<file path="src/rtl/sdram_bus_bridge.sv">
// sdram_bus_bridge: splits each 32-bit PicoRV32 native-bus access into 32/MEM_W sdram_controller beats.
// Optional macro SDRAM_BUS_BRIDGE_RMW_EN: partial-strobe write beats become read-merge-write.
module sdram_bus_bridge #(
  parameter int MEM_W     = 16,
  parameter int SD_ADDR_W = 22
) (
  input  logic                 clk,
  input  logic                 resetn,
  input  logic                 bus_valid,
  input  logic [31:0]          bus_addr,
  input  logic [31:0]          bus_wdata,
  input  logic [3:0]           bus_wstrb,
  output logic                 bus_ready,
  output logic [31:0]          bus_rdata,
  output logic [SD_ADDR_W-1:0] sd_wr_addr,
  output logic [MEM_W-1:0]     sd_wr_data,
  output logic                 sd_wr_enable,
  output logic [SD_ADDR_W-1:0] sd_rd_addr,
  output logic                 sd_rd_enable,
  input  logic [MEM_W-1:0]     sd_rd_data,
  input  logic                 sd_rd_ready,
  input  logic                 sd_busy
);

  localparam int BEATS = 32 / MEM_W;
  localparam int SB    = MEM_W / 8;
  localparam int SHIFT = (MEM_W == 8) ? 0 : (MEM_W == 16) ? 1 : 2;

`ifdef SDRAM_BUS_BRIDGE_RMW_EN
  localparam bit RMW_EN = 1'b1;
`else
  localparam bit RMW_EN = 1'b0;
`endif

  typedef enum logic [2:0] {
    IDLE,
    ARM,
    REQ,
    WAIT,
    DONE
  } state_t;

  state_t               state_q, state_d;
  logic [1:0]           beat_q, beat_d;
  logic [SD_ADDR_W-1:0] base_q, base_d;
  logic [31:0]          wdata_q, wdata_d;
  logic [3:0]           wstrb_q, wstrb_d;
  logic                 is_write_q, is_write_d;
  logic                 req_rd_q, req_rd_d;
  logic                 rmw_done_q, rmw_done_d;
  logic [MEM_W-1:0]     wr_data_q, wr_data_d;
  logic [31:0]          asm_q, asm_d;
  logic [31:0]          rdata_q, rdata_d;

  logic [SB-1:0]        strb_slice;
  logic [MEM_W-1:0]     wr_lane;
  logic                 last_beat;
  logic                 need_rmw;

  assign strb_slice = wstrb_q[32'(beat_q) * SB +: SB];
  assign wr_lane    = wdata_q[32'(beat_q) * MEM_W +: MEM_W];
  assign last_beat  = (beat_q == 2'(BEATS - 1));
  // A partial beat needs its old contents fetched once before the merged write.
  assign need_rmw   = RMW_EN && (strb_slice != '0) && (strb_slice != '1) && !rmw_done_q;

  assign bus_ready    = (state_q == DONE);
  assign bus_rdata    = rdata_q;
  assign sd_wr_addr   = base_q + SD_ADDR_W'(beat_q);
  assign sd_rd_addr   = base_q + SD_ADDR_W'(beat_q);
  assign sd_wr_data   = wr_data_q;
  assign sd_rd_enable = (state_q == REQ) && req_rd_q;
  assign sd_wr_enable = (state_q == REQ) && !req_rd_q;

  always_comb begin
    state_d    = state_q;
    beat_d     = beat_q;
    base_d     = base_q;
    wdata_d    = wdata_q;
    wstrb_d    = wstrb_q;
    is_write_d = is_write_q;
    req_rd_d   = req_rd_q;
    rmw_done_d = rmw_done_q;
    wr_data_d  = wr_data_q;
    asm_d      = asm_q;
    rdata_d    = rdata_q;

    unique case (state_q)
      IDLE: begin
        if (bus_valid && !bus_ready) begin
          base_d     = SD_ADDR_W'(bus_addr >> SHIFT);
          wdata_d    = bus_wdata;
          wstrb_d    = bus_wstrb;
          is_write_d = |bus_wstrb;
          beat_d     = '0;
          rmw_done_d = 1'b0;
          state_d    = ARM;
        end
      end

      ARM: begin
        if (is_write_q && strb_slice == '0) begin
          if (last_beat) begin
            state_d = DONE;
          end else begin
            beat_d = beat_q + 2'd1;
          end
        end else if (!sd_busy) begin
          req_rd_d = !is_write_q || need_rmw;
          if (is_write_q && !rmw_done_q) begin
            wr_data_d = wr_lane;
          end
          state_d = REQ;
        end
      end

      REQ: begin
        if (sd_busy) begin
          state_d = WAIT;
        end
      end

      WAIT: begin
        if (req_rd_q) begin
          if (sd_rd_ready) begin
            if (is_write_q) begin
              // Merge read-back bytes under the strobes, then return to ARM for the write.
              for (int i = 0; i < SB; i++) begin
                wr_data_d[i*8 +: 8] = strb_slice[i] ? wr_lane[i*8 +: 8] : sd_rd_data[i*8 +: 8];
              end
              rmw_done_d = 1'b1;
              state_d    = ARM;
            end else begin
              asm_d[32'(beat_q) * MEM_W +: MEM_W] = sd_rd_data;
              if (last_beat) begin
                rdata_d = asm_d;
                state_d = DONE;
              end else begin
                beat_d  = beat_q + 2'd1;
                state_d = ARM;
              end
            end
          end
        end else if (!sd_busy) begin
          rmw_done_d = 1'b0;
          if (last_beat) begin
            state_d = DONE;
          end else begin
            beat_d  = beat_q + 2'd1;
            state_d = ARM;
          end
        end
      end

      DONE: begin
        state_d = IDLE;
      end

      default: begin
        state_d = IDLE;
      end
    endcase
  end

  always_ff @(posedge clk) begin
    if (!resetn) begin
      state_q    <= IDLE;
      beat_q     <= '0;
      base_q     <= '0;
      wdata_q    <= '0;
      wstrb_q    <= '0;
      is_write_q <= 1'b0;
      req_rd_q   <= 1'b0;
      rmw_done_q <= 1'b0;
      wr_data_q  <= '0;
      asm_q      <= '0;
      rdata_q    <= '0;
    end else begin
      state_q    <= state_d;
      beat_q     <= beat_d;
      base_q     <= base_d;
      wdata_q    <= wdata_d;
      wstrb_q    <= wstrb_d;
      is_write_q <= is_write_d;
      req_rd_q   <= req_rd_d;
      rmw_done_q <= rmw_done_d;
      wr_data_q  <= wr_data_d;
      asm_q      <= asm_d;
      rdata_q    <= rdata_d;
    end
  end

endmodule

</file>
<file path="config.mk">
export PLATFORM = sky130hd
export DESIGN_NAME = sdram_bus_bridge
export DESIGN_NICKNAME = d
export VERILOG_FILES = /design/src/rtl/sdram_bus_bridge.sv
export SDC_FILE = /design/constraint.sdc
export NUM_CORES = 1
export LEC_CHECK = 0
export CAP_MARGIN = 10
export CORE_UTILIZATION = 30
export CTS_CLUSTER_SIZE = 10
export DETAILED_ROUTE_END_ITERATION = 6
export SKIP_LAST_GASP = 1
export SYNTH_ARGS = -nofsm -noshare
export SYNTH_HDL_FRONTEND = slang
export SYNTH_SLANG_ARGS = --single-unit
</file>
<file path="constraint.sdc">
create_clock -name clk -period 8.8 [get_ports clk]
set_clock_uncertainty 0.15 [all_clocks]
set_input_delay 1.32 -clock clk [delete_from_list [all_inputs] [get_ports clk]]
set_output_delay 1.32 -clock clk [all_outputs]
set_load 0.02 [all_outputs]
</file>
==> impl_metrics.csv <==
group,metric,value,unit
setup_path,cp-end-kind,"output port",
place,place.gp.congestion,0.807,
timing,slew_headroom,0.211,
pwr,leakage,3.15,nW
floorplan,start_util,0.307,
timing,finalMaxSlewViolations,0,
routing,postRouteAntennaNets,0,
routing,wl_per_cell,14.7,microns
grt,grt_overflow,0,
finish,final_nets,1036,
timing,fin_tns_setup,0,ns
grt,grt_max_degree,98,
synth,synth-edff-count,0,
timing,fin_crit,5.46,ns
routing,vias,5874,
synth,ys_ff_latch,146,
clocking,cts.clk_slew.worst_paths,0.06,ns
grt,grt_pass1_vias,5549,
routing,viasPerCell,4.76,
timing,setup-violations-final,0,
synth,synth-seq-area-share,0.433,
floorplan,ios,184,
worst_hold_path,hp-start,"wdata_q[8]",
grt,grt_pass1_wl,29200,microns
routing,drtIter0Drc,302,
synth,synth.distinct_cells,45,
timing,setup_ws,3.34,ns
clocking,clockRootBuffer,"clkbuf_16",
outcome,outcome,"finished with violations",
worst_hold_path,hold_class,"register to register",
pwr,powerDensity,236,nW/um^2
clocking,htree_levels,4,
clocking,cts_hold_buf,0,
floorplan,fp.dieH,152,microns
synth,syn_area,6750,sq um
place,pre_cts_slack,3.76,ns
place,post-dp-hpwl,12600,microns
setup_path,cp.arrival,3.99,ns
setup_path,timing.rr.end,"bus_rdata[30]",
clocking,cts_tree,"yes",
clocking,clk_path_buf_depth,2,
worst_hold_path,whs_path_depth,2,
clocking,clk_latency,0.42,ns
finish,drive_above_1_share,0.0651,
outcome,failed_checks,"design-rule violations",
timing,clock.fmax,183,MHz
finish,diodes,0,
clocking,clock-sinks,146,
routing,routed_wirelength,18200,microns
setup_path,worst-path-max-fanout,24,
setup_path,ff2ff_path_depth,6,
synth,syn_inst,820,
routing,drc,26,
floorplan,placementRows,54,
synth,yosys_warnings,0,
setup_path,start_kind,"register",
timing,fin_hold_ws,0.302,ns
setup_path,worstPathRequired,7.33,ns
worst_hold_path,holdPathEnd,"wdata_q[8]",
timing,worst_slew_pin_slew,1.18,ns
floorplan,dieArea,23100,sq um
finish,fin_util,0.412,
pwr,power,2.14,mW
synth,synthArstFlopShare,0,
grt,antenna_found_initial,0,
finish,area_growth,34.2,%
timing,rsz0062_at_grt,"no",
clocking,cts_resized,0,
place,portBuffers,173,
synth,ys.flop_type,"dfxtp_1",
setup_path,r2r_start,"beat_q[1]",
clocking,cts_setup_buffers,0,
floorplan,core,22000,sq um
pwr,ir_drop,0.124,mV
timing,fin_crit_sh,0.621,
clocking,numCtsBuffers,17,
routing,dr.pass1.iters,6,
timing,hold_viol_final,0,
grt,gr-usage-all-layers,0.159,
setup_path,worst-setup-path-type,"register to output port",
flow_run,max_cap_violations,0,
floorplan,die_width,152,microns
setup_path,reg2reg_slack,5.17,ns
synth,avgSynthCellArea,8.23,sq um
synth,syn-num-nets,916,
==> flip-flops by register name, summed over array words and instances, names as in the netlist <==
name and cells:
wdata_q 32, is_write_q 1, state_q 3, base_q 22
sd_wr_data 16, rmw_done_q 1, bus_rdata 32, req_rd_q 1
wstrb_q 4, beat_q 2, asm_q 32
==> power breakdown <==
group	internal, mW	switching [mW]
logic	0.268	0.384
registers	0.725	0.0608
clock network	0.400	0.297
==> per-layer routing <==
layer,global-route usage,part of all wire,vias up
met1,0.208,0.46,2689
met2,0.261,0.48,139
met5,0,0,-
met3,0.0339,0.046,16
met4,0.0462,0.010,0
li1,-,-,3030
==> metrics by stage <==
stage / cell area, sq um / std cells
after floorplan: 6750 / 820
after global placement: 8490 / 1201
after detailed placement: 8490 / 1201
after CTS: 9050 / 1233
after global routing: 9050 / 1233
final: 9050 / 1233
==> worst max path at each step <==
stage / cells past startpoint / to / start / slack [ns]
finish: 7 / sd_wr_addr[14] / beat_q[1] / 3.34
global route: 8 / sd_rd_addr[18] / beat_q[1] / 2.99
CTS: 7 / sd_wr_addr[14] / beat_q[1] / 3.30
detailed placement: 7 / sd_wr_addr[14] / beat_q[1] / 3.76
global placement: 8 / sd_rd_addr[18] / beat_q[1] / 3.79
floorplan: 9 / sd_wr_addr[14] / beat_q[1] / 4.37
==> cell families after synthesis <==
group,synth area share
buffers and inverters,0.0695
muxes,0.0534
and+or+nand+nor,0.211
adders and majority gates,0.0141
xor gates and xnor gates,0.0260
DFF,0.433
AOI/OAI and AO/OA,0.193
==> synthesized netlist by cell type, types with 3 or more instances <==
master,instances,area share
buf_2,9,0.0067
or3_1,5,0.0046
buf_6,3,0.0050
a21oi_1,99,0.073
and3_1,6,0.0056
inv_1,12,0.0067
nor2_1,107,0.060
nand2b_1,3,0.0028
a211oi_2,14,0.026
nor3_1,7,0.0052
ha_1,6,0.011
nor2b_1,35,0.032
buf_4,23,0.026
nand4_1,3,0.0028
dfxtp_1,146,0.43
mux2i_1,36,0.053
xor2_1,5,0.0065
nand3_1,12,0.0089
clkbuf_1,45,0.025
a211oi_1,66,0.073
nand2_1,131,0.073
xnor2_1,15,0.019
nor4_1,4,0.0037
==> placed cells by master (no fill, tap or decap), types with 4 or more instances in the layout <==
cell type        count
mux2i_1             36
dfxtp_1            146
inv_6                4
ha_1                 6
clkinvlp_4           4
xnor2_1             15
nor2b_1             35
buf_4                8
nand2_1            131
nand3_1             12
a21oi_1             99
a211oi_2            14
clkbuf_16           17
nor3_1               7
or3_1                5
clkdlybuf4s50_1    173
xor2_1               5
and3_1               6
a211oi_1            66
inv_1               12
nor2_1             107
==> final cells by class <==
| type | instances | area (sq um) |
|---|---|---|
| timing repair buffer | 181 | 1790 |
| inverter | 13 | 51.3 |
| clock buffer | 19 | 443 |
| tap | 280 | 350 |
| clock inverter | 13 | 126 |
| sequential | 146 | 2920 |
| multi-input combinational | 581 | 3370 |
| fill | 2212 | 12900 |
==> worst max-delay path, cell delays in order, from the launching register on <==
cell,delay (ns)
dfxtp_1,0.86
inv_1,0.33
fa_1,0.53
nand3b_1,0.29
nor3_1,0.45
and3_1,0.25
xor2_1,0.22
clkdlybuf4s50_1,0.64
Note: power is estimated with default switching activity, not from simulation.
